$ cat src/rtl/cam_capture_ctrl.sv
// Frame-capture sequencer between cam_read and the frame buffer.
// Arms on start, aligns to VSYNC, writes one frame, reports status.
module cam_capture_ctrl #(
  parameter int AW           = 15,
  parameter int FRAME_PIXELS = 19200,
  parameter int FCW          = 8
) (
  input  logic          CAM_pclk,
  input  logic          rst,
  input  logic          CAM_vsync,
  input  logic          start,
  input  logic          stop,
  input  logic          cont,
  input  logic [7:0]    px_data_in,
  input  logic          px_wr_in,
  output logic [AW-1:0] DP_RAM_addr_out,
  output logic [7:0]    DP_RAM_data_out,
  output logic          DP_RAM_regW_out,
  output logic          busy,
  output logic          frame_done,
  output logic          done,
  output logic          short_frame,
  output logic [FCW-1:0] frame_cnt
);

  localparam logic [1:0] S_IDLE = 2'd0;
  localparam logic [1:0] S_ARM  = 2'd1;
  localparam logic [1:0] S_CAP  = 2'd2;
  localparam logic [1:0] S_DONE = 2'd3;

  localparam logic [AW-1:0] LAST_PIX = AW'(FRAME_PIXELS - 1);

  logic [1:0]     state_q, state_d;
  logic           vs_d_q;
  logic [AW-1:0]  pix_cnt_q, pix_cnt_d;
  logic [AW-1:0]  addr_q, addr_d;
  logic [7:0]     data_q, data_d;
  logic           wr_q, wr_d;
  logic           busy_q, busy_d;
  logic           fdone_q, fdone_d;
  logic           done_q, done_d;
  logic           short_q, short_d;
  logic [FCW-1:0] fcnt_q, fcnt_d;
  logic           vs_rise;

  assign vs_rise = CAM_vsync & ~vs_d_q;

  always_comb begin
    state_d   = state_q;
    pix_cnt_d = pix_cnt_q;
    addr_d    = addr_q;
    data_d    = data_q;
    wr_d      = 1'b0;
    fdone_d   = 1'b0;
    done_d    = done_q;
    short_d   = short_q;
    fcnt_d    = fcnt_q;
    case (state_q)
      S_IDLE: begin
        if (start && !stop) begin
          state_d   = S_ARM;
          done_d    = 1'b0;
          short_d   = 1'b0;
          pix_cnt_d = '0;
        end
      end
      S_ARM: begin
        if (stop) begin
          state_d = S_IDLE;
        end else if (vs_rise) begin
          state_d   = S_CAP;
          pix_cnt_d = '0;
        end
      end
      S_CAP: begin
        // the write goes out even when stop aborts the frame
        if (px_wr_in) begin
          wr_d      = 1'b1;
          addr_d    = pix_cnt_q;
          data_d    = px_data_in;
          pix_cnt_d = pix_cnt_q + AW'(1);
        end
        if (stop) begin
          state_d = S_IDLE;
        end else if (px_wr_in && pix_cnt_q == LAST_PIX) begin
          state_d = S_DONE;
          fdone_d = 1'b1;
          done_d  = 1'b1;
          fcnt_d  = fcnt_q + FCW'(1);
        end else if (vs_rise) begin
          state_d = S_DONE;
          fdone_d = 1'b1;
          done_d  = 1'b1;
          short_d = 1'b1;
        end
      end
      default: begin
        state_d   = (cont && !stop) ? S_ARM : S_IDLE;
        pix_cnt_d = '0;
      end
    endcase
    busy_d = (state_d != S_IDLE);
  end

  always_ff @(posedge CAM_pclk) begin
    if (rst) begin
      state_q   <= S_IDLE;
      vs_d_q    <= 1'b1;
      pix_cnt_q <= '0;
      addr_q    <= '0;
      data_q    <= '0;
      wr_q      <= 1'b0;
      busy_q    <= 1'b0;
      fdone_q   <= 1'b0;
      done_q    <= 1'b0;
      short_q   <= 1'b0;
      fcnt_q    <= '0;
    end else begin
      state_q   <= state_d;
      vs_d_q    <= CAM_vsync;
      pix_cnt_q <= pix_cnt_d;
      addr_q    <= addr_d;
      data_q    <= data_d;
      wr_q      <= wr_d;
      busy_q    <= busy_d;
      fdone_q   <= fdone_d;
      done_q    <= done_d;
      short_q   <= short_d;
      fcnt_q    <= fcnt_d;
    end
  end

  assign DP_RAM_addr_out = addr_q;
  assign DP_RAM_data_out = data_q;
  assign DP_RAM_regW_out = wr_q;
  assign busy            = busy_q;
  assign frame_done      = fdone_q;
  assign done            = done_q;
  assign short_frame     = short_q;
  assign frame_cnt       = fcnt_q;

endmodule
$ cat config.mk
export PLATFORM = sky130hd
export DESIGN_NAME = cam_capture_ctrl
export DESIGN_NICKNAME = d
export VERILOG_FILES = /design/src/rtl/cam_capture_ctrl.sv
export SDC_FILE = /design/constraint.sdc
export NUM_CORES = 1
export LEC_CHECK = 0
export ABC_AREA = 1
export CAP_MARGIN = 0
export CORE_ASPECT_RATIO = 0.9
export CORE_MARGIN = 4
export CORE_UTILIZATION = 40
export DETAILED_ROUTE_END_ITERATION = 6
export HOLD_SLACK_MARGIN = 0.03
export PLACE_DENSITY = 0.61
export SYNTH_ARGS = -nofsm -noshare
export SYNTH_HDL_FRONTEND = slang
export SYNTH_SLANG_ARGS = --single-unit
export TNS_END_PERCENT = 30
$ cat constraint.sdc
create_clock -name CAM_pclk -period 2.3 [get_ports CAM_pclk]
set_clock_uncertainty 0.1 [all_clocks]
set_input_delay 0.575 -clock CAM_pclk [delete_from_list [all_inputs] [get_ports CAM_pclk]]
set_output_delay 0.575 -clock CAM_pclk [all_outputs]
set_load 0.1 [all_outputs]
======== After elaboration in Yosys (flattened, before gate mapping) ========
Cells that the tools add are included.
operators by class
  reductions and logical operators ........ 14
  add/subtract/negate cells ............... 2
  equality and inequality tests ........... 11
  muxes and demuxes ....................... 24
  bitwise operators ....................... 4
operators by type and width
  cell                     count
  $mux W15                 4
  $pmux W15 S3             1
  $add A15 B1 Y15 const B  1
  $eq A15 B15 Y1 const B   1
  $ne A2 B2 Y1 const B     7
  $mux W2                  6
  $mux W1                  10
  $add A8 B1 Y8 const B    1
  $reduce_and A4 Y1        2
  $pmux W2 S3              1
  $reduce_and A5 Y1        1
  $pmux W1 S2              2
  $reduce_bool A2 Y1       2
  $logic_and A1 B1 Y1      3
  $ne A3 B3 Y1 const B     1
  $not A1 Y1               3
  $reduce_and A3 Y1        1
  $reduce_or A3 Y1         1
  $eq A2 B1 Y1 const B     1
  $eq A2 B2 Y1 const B     1
  $logic_not A2 Y1         1
  $reduce_and A2 Y1        1
  $reduce_or A2 Y1         1
  $and A1 B1 Y1            1
  $logic_not A1 Y1         1
word-level totals
  input bits .............................. 15
  flip-flop bits (word level) ............. 54
  output and inout bits ................... 36
  logic and storage cells ................. 66

======== Logic depth before layout (Yosys ltp) ========
  word-level depth ........................ 7
  mapped depth ............................ 10
  depth with buffers taken out ............ 10

======== Least setup slack after synthesis ========
OpenSTA, ideal clock, no wires.
  path kind ............................... register to register
  start ................................... register fcnt_q[2], in the netlist frame_cnt[2]
  end ..................................... register fcnt_q[7], in the netlist frame_cnt[7]
  period minus slack after synthesis ...... 2031 ps
  required time ........................... 2068 ps
  arrival time ............................ 1799 ps
  cell stages (with the launch flop) ...... 8
  path slack .............................. 269 ps
  library setup time ...................... 132 ps
  path buffers ............................ 0
  cells stage by stage .................... dfxtp_1 -> nand3_1 -> nor2_1 -> nand3_1 -> nand2_1 -> nand2_1 -> nand3_1 -> a21oi_1
between the ends
  word-level cells in the longest chain between the ends .. 1
RTL lines
  what                    line  RTL
  start, declared         43    logic [FCW-1:0] fcnt_q, fcnt_d;
  start signal, assigned  129   fcnt_q <= fcnt_d;
  $add A8 B1 Y8           89    fcnt_d = fcnt_q + FCW'(1);
Every way passes these cells.
A chain may end at the register's enable or synchronous reset.

======== Worst setup path in the final report ========
  start ................................... input stop
  end ..................................... register pix_cnt_q[5]
between the ends
  word-level cells in the longest chain between the ends .. 4
  elaborated cells on any way between the ends .. 5
  classes of those cells .................. 2 x eq/ne; 3 x reduce/logical
RTL lines
  what                                  line  RTL
  start, declared                       12    input logic stop,
  $logic_not A1 Y1                      60    if (start && !stop) begin
  $logic_and A1 B1 Y1                   60
  $ne A2 B2 Y1 (no source line)         n/a
  $reduce_and A4 Y1 (no source line) *  n/a
  end signal, assigned                  121   pix_cnt_q <= pix_cnt_d;
  end, declared                         35    logic [AW-1:0] pix_cnt_q, pix_cnt_d;
Mark *: on every way between the ends. The rest lies on a longest branch, timed or not.

==> flow_summary.toml <==
[final_layout]
diodes = 0
fill_cells = 649
finish.utilization_pct = 51.5
nNetsFinal = 424
drive_gt1_share_pct = 18.6
finalNonFillerCells = 495
syn2layout_area_growth_pct = 22.9

[global_route]
grt_max_degree = 26
grt_use_total_pct = 17.7
antenna_found_initial = 0
grt_pass1_wl_um = 11400
grt.overflow.total = 0
grt_pass1_vias = 2468

[sta]
tightest_slew_ns = 0.342
tns_ns = 0
period_minus_slack_ns = 1.92
fmax_mhz = 520
report.final.hold_viol_count = 0
rsz0062_at_grt = "false"
worst_slack_ns = 0.375
drv_slew = 0
post-route-period-util_pct = 83.7
setup_viol = 0
slew_headroom_pct = 77.1

[logic_synthesis]
synth.net_count = 374
ys_seq_elements = 54
ys_seq_area_share_pct = 41.3
synth_flop_cell = "dfxtp_1"
synthArstFlopShare_pct = 0
synth_top_cell_by_area = "dfxtp_1"
synth.distinct_cells = 38
yosys-top-cells-area = "dfxtp_1 (41%), nand2_1 (9.5%), nor2_1 (8.7%)"
synth_top_area_share_pct = 41.3
yosysMostFrequentCell = "nand2_1"
ys_warn_count = 0
avgSynthCellArea_um2 = 7.34
synth-edff-count = 0
synth_area_um2 = 2620
ys_top_cells_by_count = "nand2_1 (66), nor2_1 (61), dfxtp_1 (54), a21oi_1 (26), inv_1 (26)"
synthCells = 357

[worst_setup_path]
crit_arrival_ns = 2.03
start_kind = "input pin"
crit_slowest_cell = "clkdlybuf4s50_1"
path_cells = "clkdlybuf4s50_1, inv_1, nand2_1, nand2_2, nand3_4, o21ai_4, inv_2, nand2_1, nor2_1"
worstSetupStartpoint = "stop"
crit_path_frequent_cell = "nand2_1"
r2r_start = "pix_cnt_q[0]"
crit_path_max_fanout = 14
worst_r2r_path_depth = 10
endpoint_kind = "flop"
cp_slowest_stage_delay_ns = 0.54
required_ns = 2.40
critPathKind = "in2reg"

[clock_network]
clock_path_buffers = 2
cts_resized = 0
postCtsSetupBuffers = 0
root_buffer = "clkbuf_8"
cts_tree = "yes"
cts_made_buffers = 5
clk_latency_ns = 0.31
cts_max_level = 2
clkSlewWorstSetupHoldPaths_ns = 0.10
cts_num_sinks = 54
ctsHoldBuffers = 0

[run_status]
outcome = "completed"

[die]
die_area_um2 = 7910
die_w_um = 93.3
ios = 51
row_count = 27
start_util_pct = 41.9
chipHeight_um = 84.8
core_um2 = 6250

[placed_design]
place.gp.congestion = 0.858
dp_slack_ns = 0.0458
dp.cells = 487
dp_hpwl_um = 4740
numPortBuffers = 50

[job]
cap_violations = 0

[detailed_routing]
ant_nets = 0
routed_via_density = 4.96
avgRoutedWirePerCell_um = 13.2
drt_iter0_markers = 142
drt_wl_total_um = 6510
drt_first_pass_iters = 4
vias = 2453
drc_errors = 0

[min_path]
hold_class = "reg2reg"
worstHoldStart = "short_frame"
holdPathStages = 2

[pwr]
ir_drop_uv = 330
powerDensity_nw_per_um2 = 544
p_leak_uw = 0.00133
-- power by group --
group | total (uW) | switching (uW) | internal (uW) | leakage (uW)
logic | 155 | 102 | 52.4 | 0.000840
clock network | 645 | 320 | 325 | 0.0000514
registers | 950 | 7.23 | 942 | 0.000436
-- final cells by class --
class                           count  area (um2)  area share [%]
Tap cell                           87         109            3.38
Inverter                           33         131            4.08
Timing Repair Buffer               55         460            14.3
Sequential cell                    54        1080            33.6
Clock buffer                        6        72.6            2.26
Multi-Input combinational cell    258        1330            41.2
Clock inverter                      2        37.5            1.17
-- kinds of logic (layout without fill, tap and decap cells) --
family                     Yosys count  count (layout)  share of synthesized area (%)
AOI/OAI and AO/OA                   66              66                           14.5
buffers and inverters               45              96                           8.07
and+or+nand+nor                    186             186                           33.9
DFF                                 54              54                           41.3
adders and majority gates            2               2                          0.955
xor gates and xnor gates             4               4                           1.34
-- flip-flops by register name, summed over array words and instances (netlist names) --
| signal | flops |
|---|---|
| short_frame | 1 |
| busy | 1 |
| pix_cnt_q | 15 |
| DP_RAM_regW_out | 1 |
| DP_RAM_addr_out | 15 |
| frame_done | 1 |
| DP_RAM_data_out | 8 |
| state_q | 2 |
| frame_cnt | 8 |
| done | 1 |
| vs_d_q | 1 |
-- final timing paths --
check / to / slack (ns)
worst max-delay path: pix_cnt_q[5] / 0.38
worst max register to register: frame_cnt[2] / 0.46
worst min-delay path: short_frame / 0.37
worst min register to register: short_frame / 0.37
-- per-stage QoR --
step	total power, uW	hold slack (ns)	area [um2]
4_1_cts	1770	0.373	3220
3_3_place_gp	1130	0.353	3110
3_5_place_dp	1130	0.357	3110
6_report	1750	0.368	3220
5_1_grt	1820	0.412	3220
2_1_floorplan	1080	0.373	2620
-- cells in the final DEF (no fill, tap or decap), types with 2 or more instances in the layout --
cell / count
inv_2: 5
nand2_1: 66
clkbuf_8: 5
a21oi_1: 26
o21ai_0: 22
buf_4: 40
nor2_8: 2
xor2_1: 2
nand3_1: 20
inv_1: 26
o21ai_1: 5
o21bai_1: 3
a21oi_2: 2
nor3_1: 8
nand3b_1: 2
nand4_1: 14
nor2_2: 3
nor2_4: 4
xnor2_1: 2
dfxtp_1: 54
nand2_2: 2
o21ai_2: 3
clkdlybuf4s50_1: 14
ha_1: 2
nor2_1: 61
-- metal layers --
metal | share of wire, % | global-route usage (%) | wire, um
met3 | 5.7 | 4.39 | 371
met4 | 0.35 | 4.93 | 23
met2 | 46 | 27.9 | 2980
met5 | 0 | 0 | 0
met1 | 48 | 23.9 | 3140
-- critical path: cells and delay by family --
family | cells | cell delay (ns)
AOI/OAI and AO/OA | 1 | 0.26
buffers and inverters | 3 | 0.75
and+or+nand+nor | 5 | 0.44
No activity file was read; power rests on OpenSTA's default activity.
